--- config.mk ---
export PLATFORM = sky130hd
export DESIGN_NAME = mod_bram_writer_flat
export DESIGN_NICKNAME = d
export VERILOG_FILES = /design/src/rtl/mod_bram_writer_if.sv /design/src/rtl/mod_bram_writer.sv /design/src/flat_wrapper.sv
export SDC_FILE = /design/constraint.sdc
export NUM_CORES = 1
export LEC_CHECK = 0
export CAP_MARGIN = 20
export CORE_AREA = 2 2 81 140
export DETAILED_ROUTE_END_ITERATION = 10
export DIE_AREA = 0 0 83 142
export PLACE_DENSITY = 0.69
export SLEW_MARGIN = 0
export SYNTH_ARGS = -nofsm -noshare
export SYNTH_HDL_FRONTEND = slang
export SYNTH_SLANG_ARGS = --single-unit
--- constraint.sdc ---
create_clock -name CLK -period 3.55 [get_ports CLK]
set_clock_uncertainty 0.1 [all_clocks]
set_input_delay 0.8875 -clock CLK [delete_from_list [all_inputs] [get_ports CLK]]
set_output_delay 0.8875 -clock CLK [all_outputs]
set_load 0.01 [all_outputs]
--- src/rtl/mod_bram_writer_if.sv ---
// Stream-in and BRAM-write bus of the modulation buffer writer.
// The slave modport is the writer's view; master is the producer/BRAM side.
interface mod_bram_writer_if;
  logic        START;
  logic [7:0]  DIN;
  logic        DIN_VALID;
  logic        DIN_LAST;
  logic        DIN_READY;
  logic        BRAM_WE;
  logic [1:0]  BRAM_SELECT;
  logic [13:0] BRAM_ADDR;
  logic [15:0] BRAM_DATA;
  logic [15:0] MOD_CYCLE;
  logic        BUSY;
  logic        DONE;
  logic        OVERFLOW;

  modport slave (
    input  START, DIN, DIN_VALID, DIN_LAST,
    output DIN_READY, BRAM_WE, BRAM_SELECT, BRAM_ADDR, BRAM_DATA,
           MOD_CYCLE, BUSY, DONE, OVERFLOW
  );

  modport master (
    output START, DIN, DIN_VALID, DIN_LAST,
    input  DIN_READY, BRAM_WE, BRAM_SELECT, BRAM_ADDR, BRAM_DATA,
           MOD_CYCLE, BUSY, DONE, OVERFLOW
  );
endinterface

--- src/rtl/mod_bram_writer.sv ---
// Modulation BRAM writer: packs a byte stream two samples per 16-bit word,
// writes the words through a 14-bit address window, reprograms the page
// offset register whenever the window has to move, and publishes the
// sample count minus one as MOD_CYCLE when the sequence ends.
module mod_bram_writer #(
  parameter logic [1:0]  BRAM_CONFIG_SELECT        = 2'h0,
  parameter logic [1:0]  BRAM_MOD_SELECT           = 2'h1,
  parameter logic [13:0] MOD_BRAM_ADDR_OFFSET_ADDR = 14'h0006,
  parameter int          MAX_SAMPLES               = 65536
) (
  input logic              CLK,
  input logic              RST,
  mod_bram_writer_if.slave bus
);

  localparam logic [16:0] MAX_COUNT = 17'(MAX_SAMPLES);

  typedef enum logic [2:0] {
    IDLE,
    SET_PAGE,
    STREAM,
    FLUSH,
    FIN
  } state_t;

  state_t      state, state_n;
  logic [16:0] count, count_n;
  logic [16:0] count_inc;
  logic [15:0] page, page_n;
  logic [7:0]  held, held_n;
  logic        we, we_n;
  logic [1:0]  sel, sel_n;
  logic [13:0] addr, addr_n;
  logic [15:0] data, data_n;
  logic [15:0] mod_cycle, mod_cycle_n;
  logic        done, done_n;
  logic        overflow, overflow_n;
  logic        accept;

  // Next-state and next-output logic; every BRAM output is computed here and
  // registered below, so each write appears one cycle after its cause.
  always_comb begin
    state_n     = state;
    count_n     = count;
    page_n      = page;
    held_n      = held;
    we_n        = 1'b0;
    sel_n       = sel;
    addr_n      = addr;
    data_n      = data;
    mod_cycle_n = mod_cycle;
    done_n      = 1'b0;
    overflow_n  = overflow;
    accept      = (state == STREAM) && bus.DIN_VALID;
    count_inc   = count + 17'd1;

    case (state)
      IDLE: begin
        if (bus.START) begin
          count_n    = '0;
          page_n     = '0;
          overflow_n = 1'b0;
          state_n    = SET_PAGE;
        end
      end

      SET_PAGE: begin
        we_n    = 1'b1;
        sel_n   = BRAM_CONFIG_SELECT;
        addr_n  = MOD_BRAM_ADDR_OFFSET_ADDR;
        data_n  = page;
        state_n = STREAM;
      end

      STREAM: begin
        if (accept) begin
          if (count == MAX_COUNT) begin
            overflow_n = 1'b1;
          end else begin
            count_n = count_inc;
            if (!count[0]) begin
              held_n = bus.DIN;
            end else begin
              we_n   = 1'b1;
              sel_n  = BRAM_MOD_SELECT;
              addr_n = count[14:1];
              data_n = {bus.DIN, held};
              // Window full and more samples still fit: move to the next page.
              if ((count[14:1] == 14'h3FFF) && !bus.DIN_LAST && (count_inc < MAX_COUNT)) begin
                page_n  = page + 16'd1;
                state_n = SET_PAGE;
              end
            end
          end
          if (bus.DIN_LAST) begin
            state_n = count_n[0] ? FLUSH : FIN;
          end
        end
      end

      FLUSH: begin
        we_n    = 1'b1;
        sel_n   = BRAM_MOD_SELECT;
        addr_n  = count[14:1];
        data_n  = {8'h00, held};
        state_n = FIN;
      end

      FIN: begin
        state_n = IDLE;
      end

      default: begin
        state_n = IDLE;
      end
    endcase

    // DONE and MOD_CYCLE are loaded on entry so both are valid during FIN.
    if (state_n == FIN) begin
      done_n      = 1'b1;
      mod_cycle_n = count_n[15:0] - 16'd1;
    end
  end

  // State and registered outputs, cleared by the synchronous reset.
  always_ff @(posedge CLK) begin
    if (RST) begin
      state     <= IDLE;
      count     <= '0;
      page      <= '0;
      held      <= '0;
      we        <= 1'b0;
      sel       <= '0;
      addr      <= '0;
      data      <= '0;
      mod_cycle <= '0;
      done      <= 1'b0;
      overflow  <= 1'b0;
    end else begin
      state     <= state_n;
      count     <= count_n;
      page      <= page_n;
      held      <= held_n;
      we        <= we_n;
      sel       <= sel_n;
      addr      <= addr_n;
      data      <= data_n;
      mod_cycle <= mod_cycle_n;
      done      <= done_n;
      overflow  <= overflow_n;
    end
  end

  assign bus.DIN_READY   = (state == STREAM);
  assign bus.BUSY        = (state != IDLE);
  assign bus.BRAM_WE     = we;
  assign bus.BRAM_SELECT = sel;
  assign bus.BRAM_ADDR   = addr;
  assign bus.BRAM_DATA   = data;
  assign bus.MOD_CYCLE   = mod_cycle;
  assign bus.DONE        = done;
  assign bus.OVERFLOW    = overflow;

endmodule

--- src/flat_wrapper.sv ---
// flat-port wrapper written by rule: the top's interface ports become plain ports
module mod_bram_writer_flat 
#(
  parameter logic [1:0]  BRAM_CONFIG_SELECT        = 2'h0,
  parameter logic [1:0]  BRAM_MOD_SELECT           = 2'h1,
  parameter logic [13:0] MOD_BRAM_ADDR_OFFSET_ADDR = 14'h0006,
  parameter int          MAX_SAMPLES               = 65536
)
  (CLK, RST, bus_START, bus_DIN, bus_DIN_VALID, bus_DIN_LAST, bus_DIN_READY, bus_BRAM_WE, bus_BRAM_SELECT, bus_BRAM_ADDR, bus_BRAM_DATA, bus_MOD_CYCLE, bus_BUSY, bus_DONE, bus_OVERFLOW);
  mod_bram_writer_if bus_i ();
  input logic CLK;
  input logic RST;
  input wire logic [$bits(bus_i.START)-1:0] bus_START;
  input wire logic [$bits(bus_i.DIN)-1:0] bus_DIN;
  input wire logic [$bits(bus_i.DIN_VALID)-1:0] bus_DIN_VALID;
  input wire logic [$bits(bus_i.DIN_LAST)-1:0] bus_DIN_LAST;
  output wire logic [$bits(bus_i.DIN_READY)-1:0] bus_DIN_READY;
  output wire logic [$bits(bus_i.BRAM_WE)-1:0] bus_BRAM_WE;
  output wire logic [$bits(bus_i.BRAM_SELECT)-1:0] bus_BRAM_SELECT;
  output wire logic [$bits(bus_i.BRAM_ADDR)-1:0] bus_BRAM_ADDR;
  output wire logic [$bits(bus_i.BRAM_DATA)-1:0] bus_BRAM_DATA;
  output wire logic [$bits(bus_i.MOD_CYCLE)-1:0] bus_MOD_CYCLE;
  output wire logic [$bits(bus_i.BUSY)-1:0] bus_BUSY;
  output wire logic [$bits(bus_i.DONE)-1:0] bus_DONE;
  output wire logic [$bits(bus_i.OVERFLOW)-1:0] bus_OVERFLOW;
  assign bus_i.START = bus_START;
  assign bus_i.DIN = bus_DIN;
  assign bus_i.DIN_VALID = bus_DIN_VALID;
  assign bus_i.DIN_LAST = bus_DIN_LAST;
  assign bus_DIN_READY = bus_i.DIN_READY;
  assign bus_BRAM_WE = bus_i.BRAM_WE;
  assign bus_BRAM_SELECT = bus_i.BRAM_SELECT;
  assign bus_BRAM_ADDR = bus_i.BRAM_ADDR;
  assign bus_BRAM_DATA = bus_i.BRAM_DATA;
  assign bus_MOD_CYCLE = bus_i.MOD_CYCLE;
  assign bus_BUSY = bus_i.BUSY;
  assign bus_DONE = bus_i.DONE;
  assign bus_OVERFLOW = bus_i.OVERFLOW;
  mod_bram_writer #(.BRAM_CONFIG_SELECT(BRAM_CONFIG_SELECT), .BRAM_MOD_SELECT(BRAM_MOD_SELECT), .MOD_BRAM_ADDR_OFFSET_ADDR(MOD_BRAM_ADDR_OFFSET_ADDR), .MAX_SAMPLES(MAX_SAMPLES)) u_core (.CLK(CLK), .RST(RST), .bus(bus_i));
endmodule
==> out/qor.yml <==
synth:
  yosysWarningCount: 0
  yosys.cell_types.count: 69
  avgSynthCellArea_um2: 8.187
  ys_ff_latch: 94
  yosysSeqAreaShare_pct: 40.18
  syn-num-nets: 591
  syn_area_um2: 4683
  netlist_instances: 572
  ys_dominant_reg_cell: "dfxtp_1"
  ys_async_sr_fraction_pct: 0
  synth_edf_count: 0
worst_setup_path:
  critPathSlowestCell: "clkdlybuf4s50_1"
  reg2reg_to: "u_core.bus.MOD_CYCLE[14]$_SDFFE_PP0P_"
  critPathKind: "flip-flop to output pin"
  crit_arrival_ns: 2.30
  ff2ff_setup_slack_ns: 0.42
  critPathRequiredTime_ns: 2.56
  cp-end-kind: "output pin"
  crit_chain: "nor2_1 > nand2_1 > clkinv_1 > clkdlybuf4s50_1"
  reg2reg_depth: 10
  cp_slowest_stage_delay_ns: 0.58
  reg2reg_from: "u_core.count[3]$_SDFF_PP0_"
  path_max_fanout: 12
  cp-start-kind: "flip-flop"
detailed_routing:
  wl_met3_um: 477
  route.detailed.drc: 0
  vias_per_cell: 5.856
  wl_met1_um: 5168
  drt-total-wl_um: 14090
  vias: 4556
  drt_iter0_markers: 389
  top_layer: "met4"
  ant_nets: 0
  drt-pass1-iter-count: 4
  routedWlPerCell_um: 18.11
  wl_met2_um: 7743
timing:
  finalCritPeriodShare_pct: 92.61
  setup_viol: 0
  tightestPinTransition_ns: 0.9081
  clock.fmax_mhz: 304.2
  hold_violations: 0
  slew_headroom_pct: 39.46
  grt_setup_unrepaired: "no"
  maxSlewViolCount: 0
  whs_ns: 0.3525
  finalCriticalPeriod_ns: 3.288
clock_network:
  cts-buffers-inserted: 9
  cts.repair.resized: 0
  htree_num_levels: 3
  cts.reportedPaths.clkPinSlew_ns: 0.07
  cts_setup_buffers: 0
  numClockSinks: 94
  cts_buffer_depth: 2
  root_buffer: "clkbuf_16"
  ctsHoldBuffers: 0
  clkLatencyLatePin_ns: 0.35
  cts_tree: "done"
floorplanning:
  die-area_um2: 11790
  die_h_um: 142
  ios: 66
  initial_core_util_pct: 43.78
  die_w_um: 83
  placementRows: 50
  fp.coreArea_um2: 10700
global_route:
  grt_pass1_vias: 4441
  grt_pass1_wl_um: 22430
  grt_max_degree: 78
  antenna_found_initial: 0
  grtUsageTotal_pct: 23.91
  grt-ovfl-total: 0
placed_design:
  globalplace.congestion: 0.9634
  port_buffers: 64
  placed_area_um2: 5599
  place_hpwl_um: 10410
power:
  power_leakage_uw: 0.002100
  max-vdd-ir-drop_mv: 0.2776
  pwr_density_cell_nw_per_um2: 424.6
worst_hold_path:
  min_delay_path_depth: 2
  hold_class: "flip-flop to flip-flop"
  hold-path-endpoint: "u_core.bus.BRAM_SELECT[0]$_SDFFE_PP0P_"
  min_from: "u_core.bus.BRAM_SELECT[0]$_SDFFE_PP0P_"
flow_run:
  cap_violations: 0
layout:
  final_layout_size_suffix_gt1_share_pct: 12.35
  fill_cells: 1017
  syn2layout_area_growth_pct: 25.97
  fin_area_um2: 5899
  num-nets-final: 663
  n_antenna_cell: 0
run_status:
  status: "complete, no violations"
report_power, final:
group	switching, µW	total, µW	internal [µW]	leakage, µW
Clock	410	992	581	0.000149
Combinational	225	387	162	0.00119
Sequential	30.7	1130	1100	0.000761
Total	666	2500	1840	0.00210
synthesized netlist by cell type, drive strengths merged, types with 5 or more instances:
master	count	area [µm²]
a21oi	41	209.0
a221oi	8	70.07
a311oi	10	87.58
and4	6	52.55
buf	18	98.84
clkbuf	27	101.4
dfxtp	94	1882
ha	6	75.07
inv	10	37.53
nand2	74	277.8
nand2b	5	31.28
nand3	44	225.2
nand3b	12	90.09
nand4	15	106.4
nor2	65	244.0
nor2b	8	50.05
nor3	13	76.33
nor4	6	50.04
o211ai	9	77.57
o21ai	15	75.07
or3	8	50.05
xnor2	10	87.58
xor2	8	70.07
layout by cell type, fill, tap and decap left out, types with 7 or more instances in the layout:
cell and n:
buf_4 42, clkbuf_16 9, clkdlybuf4s50_1 63, dfxtp_1 94
nor2b_1 8, a311oi_1 10, o21ai_0 10, xnor2_1 10
a21oi_1 40, o211ai_1 7, nor3_1 12, inv_1 9
nand3_1 43, nor2_1 64, xor2_1 8, a221oi_1 8
nand3b_1 12, or3_1 8, nand4_1 13, nand2_1 74
per-layer routing:
| metal | GRT usage [%] | vias to the layer above |
|---|---|---|
| li1 | - | 2187 |
| met1 | 24.01 | 2187 |
| met2 | 45.80 | 137 |
| met3 | 3.596 | 45 |
| met4 | 14.15 | 0 |
| met5 | 0 | - |
cells by family (layout without fill, tap and decap cells):
group,count (synthesis),after routing,synth area share (%)
AO/OA/AOI/OAI,113,113,17.55
XOR/XNOR,18,18,3.366
adder cells (fa/ha/maj),6,6,1.603
buffers and inverters,56,132,5.156
flip-flops,94,94,40.18
multiplexers,6,6,1.363
other,1,1,0.08007
AND/OR/NAND/NOR,278,278,30.70
sequential cells by signal, summed over array words and instances, names as in the netlist:
| register | count |
|---|---|
| u_core.state | 3 |
| u_core.bus.BRAM_SELECT | 1 |
| u_core.bus.DONE | 1 |
| u_core.bus.BRAM_WE | 1 |
| u_core.count | 17 |
| u_core.held | 8 |
| u_core.page | 16 |
| u_core.bus.BRAM_ADDR | 14 |
| u_core.bus.BRAM_DATA | 16 |
| u_core.bus.OVERFLOW | 1 |
| u_core.bus.MOD_CYCLE | 16 |
per-stage QoR:
stage	cells	setup slack, ns	TNS, ns	power, µW	util [%]
floorplan	572	0.4915	0	1366	-
global placement	763	0.03514	0	1530	52.34
detailed placement	763	-0.003672	-0.003672	1535	52.34
CTS	778	0.2628	0	2520	55.15
global route	778	0.07853	0	2600	55.15
finish	778	0.2624	0	2505	55.15
how the worst max path moves through the flow:
stage                                    start  cells past startpoint  slack, ns                                     to
finish              u_core.state[2]$_SDFF_PP0_                      4       0.26                          bus_DIN_READY
global route        u_core.state[2]$_SDFF_PP0_                      4       0.08                          bus_DIN_READY
CTS                 u_core.state[2]$_SDFF_PP0_                      4       0.26                          bus_DIN_READY
detailed placement                   bus_START                      8     -0.004  u_core.bus.MOD_CYCLE[14]$_SDFFE_PP0P_
global placement                     bus_START                      8       0.04  u_core.bus.MOD_CYCLE[14]$_SDFFE_PP0P_
floorplan                            bus_START                      9       0.49  u_core.bus.MOD_CYCLE[14]$_SDFFE_PP0P_
critical path: cells and delay by family (launching register included):
| kind | cells | cell delay (ns) |
|---|---|---|
| DFF | 1 | 0.57 |
| and+or+nand+nor | 2 | 0.46 |
| buffers and inverters | 2 | 0.92 |
layout make-up:
class / count / area, µm² / share of cell area, %
clock buffer: 12 / 256.5 / 4.348
clock inverter: 3 / 43.79 / 0.7423
inverter: 11 / 41.29 / 0.6999
multi-input combinational: 422 / 2562 / 43.44
sequential: 94 / 1882 / 31.90
tap: 130 / 162.7 / 2.757
timing repair buffer: 106 / 950.9 / 16.12
No activity file was read; power rests on OpenSTA's default activity.
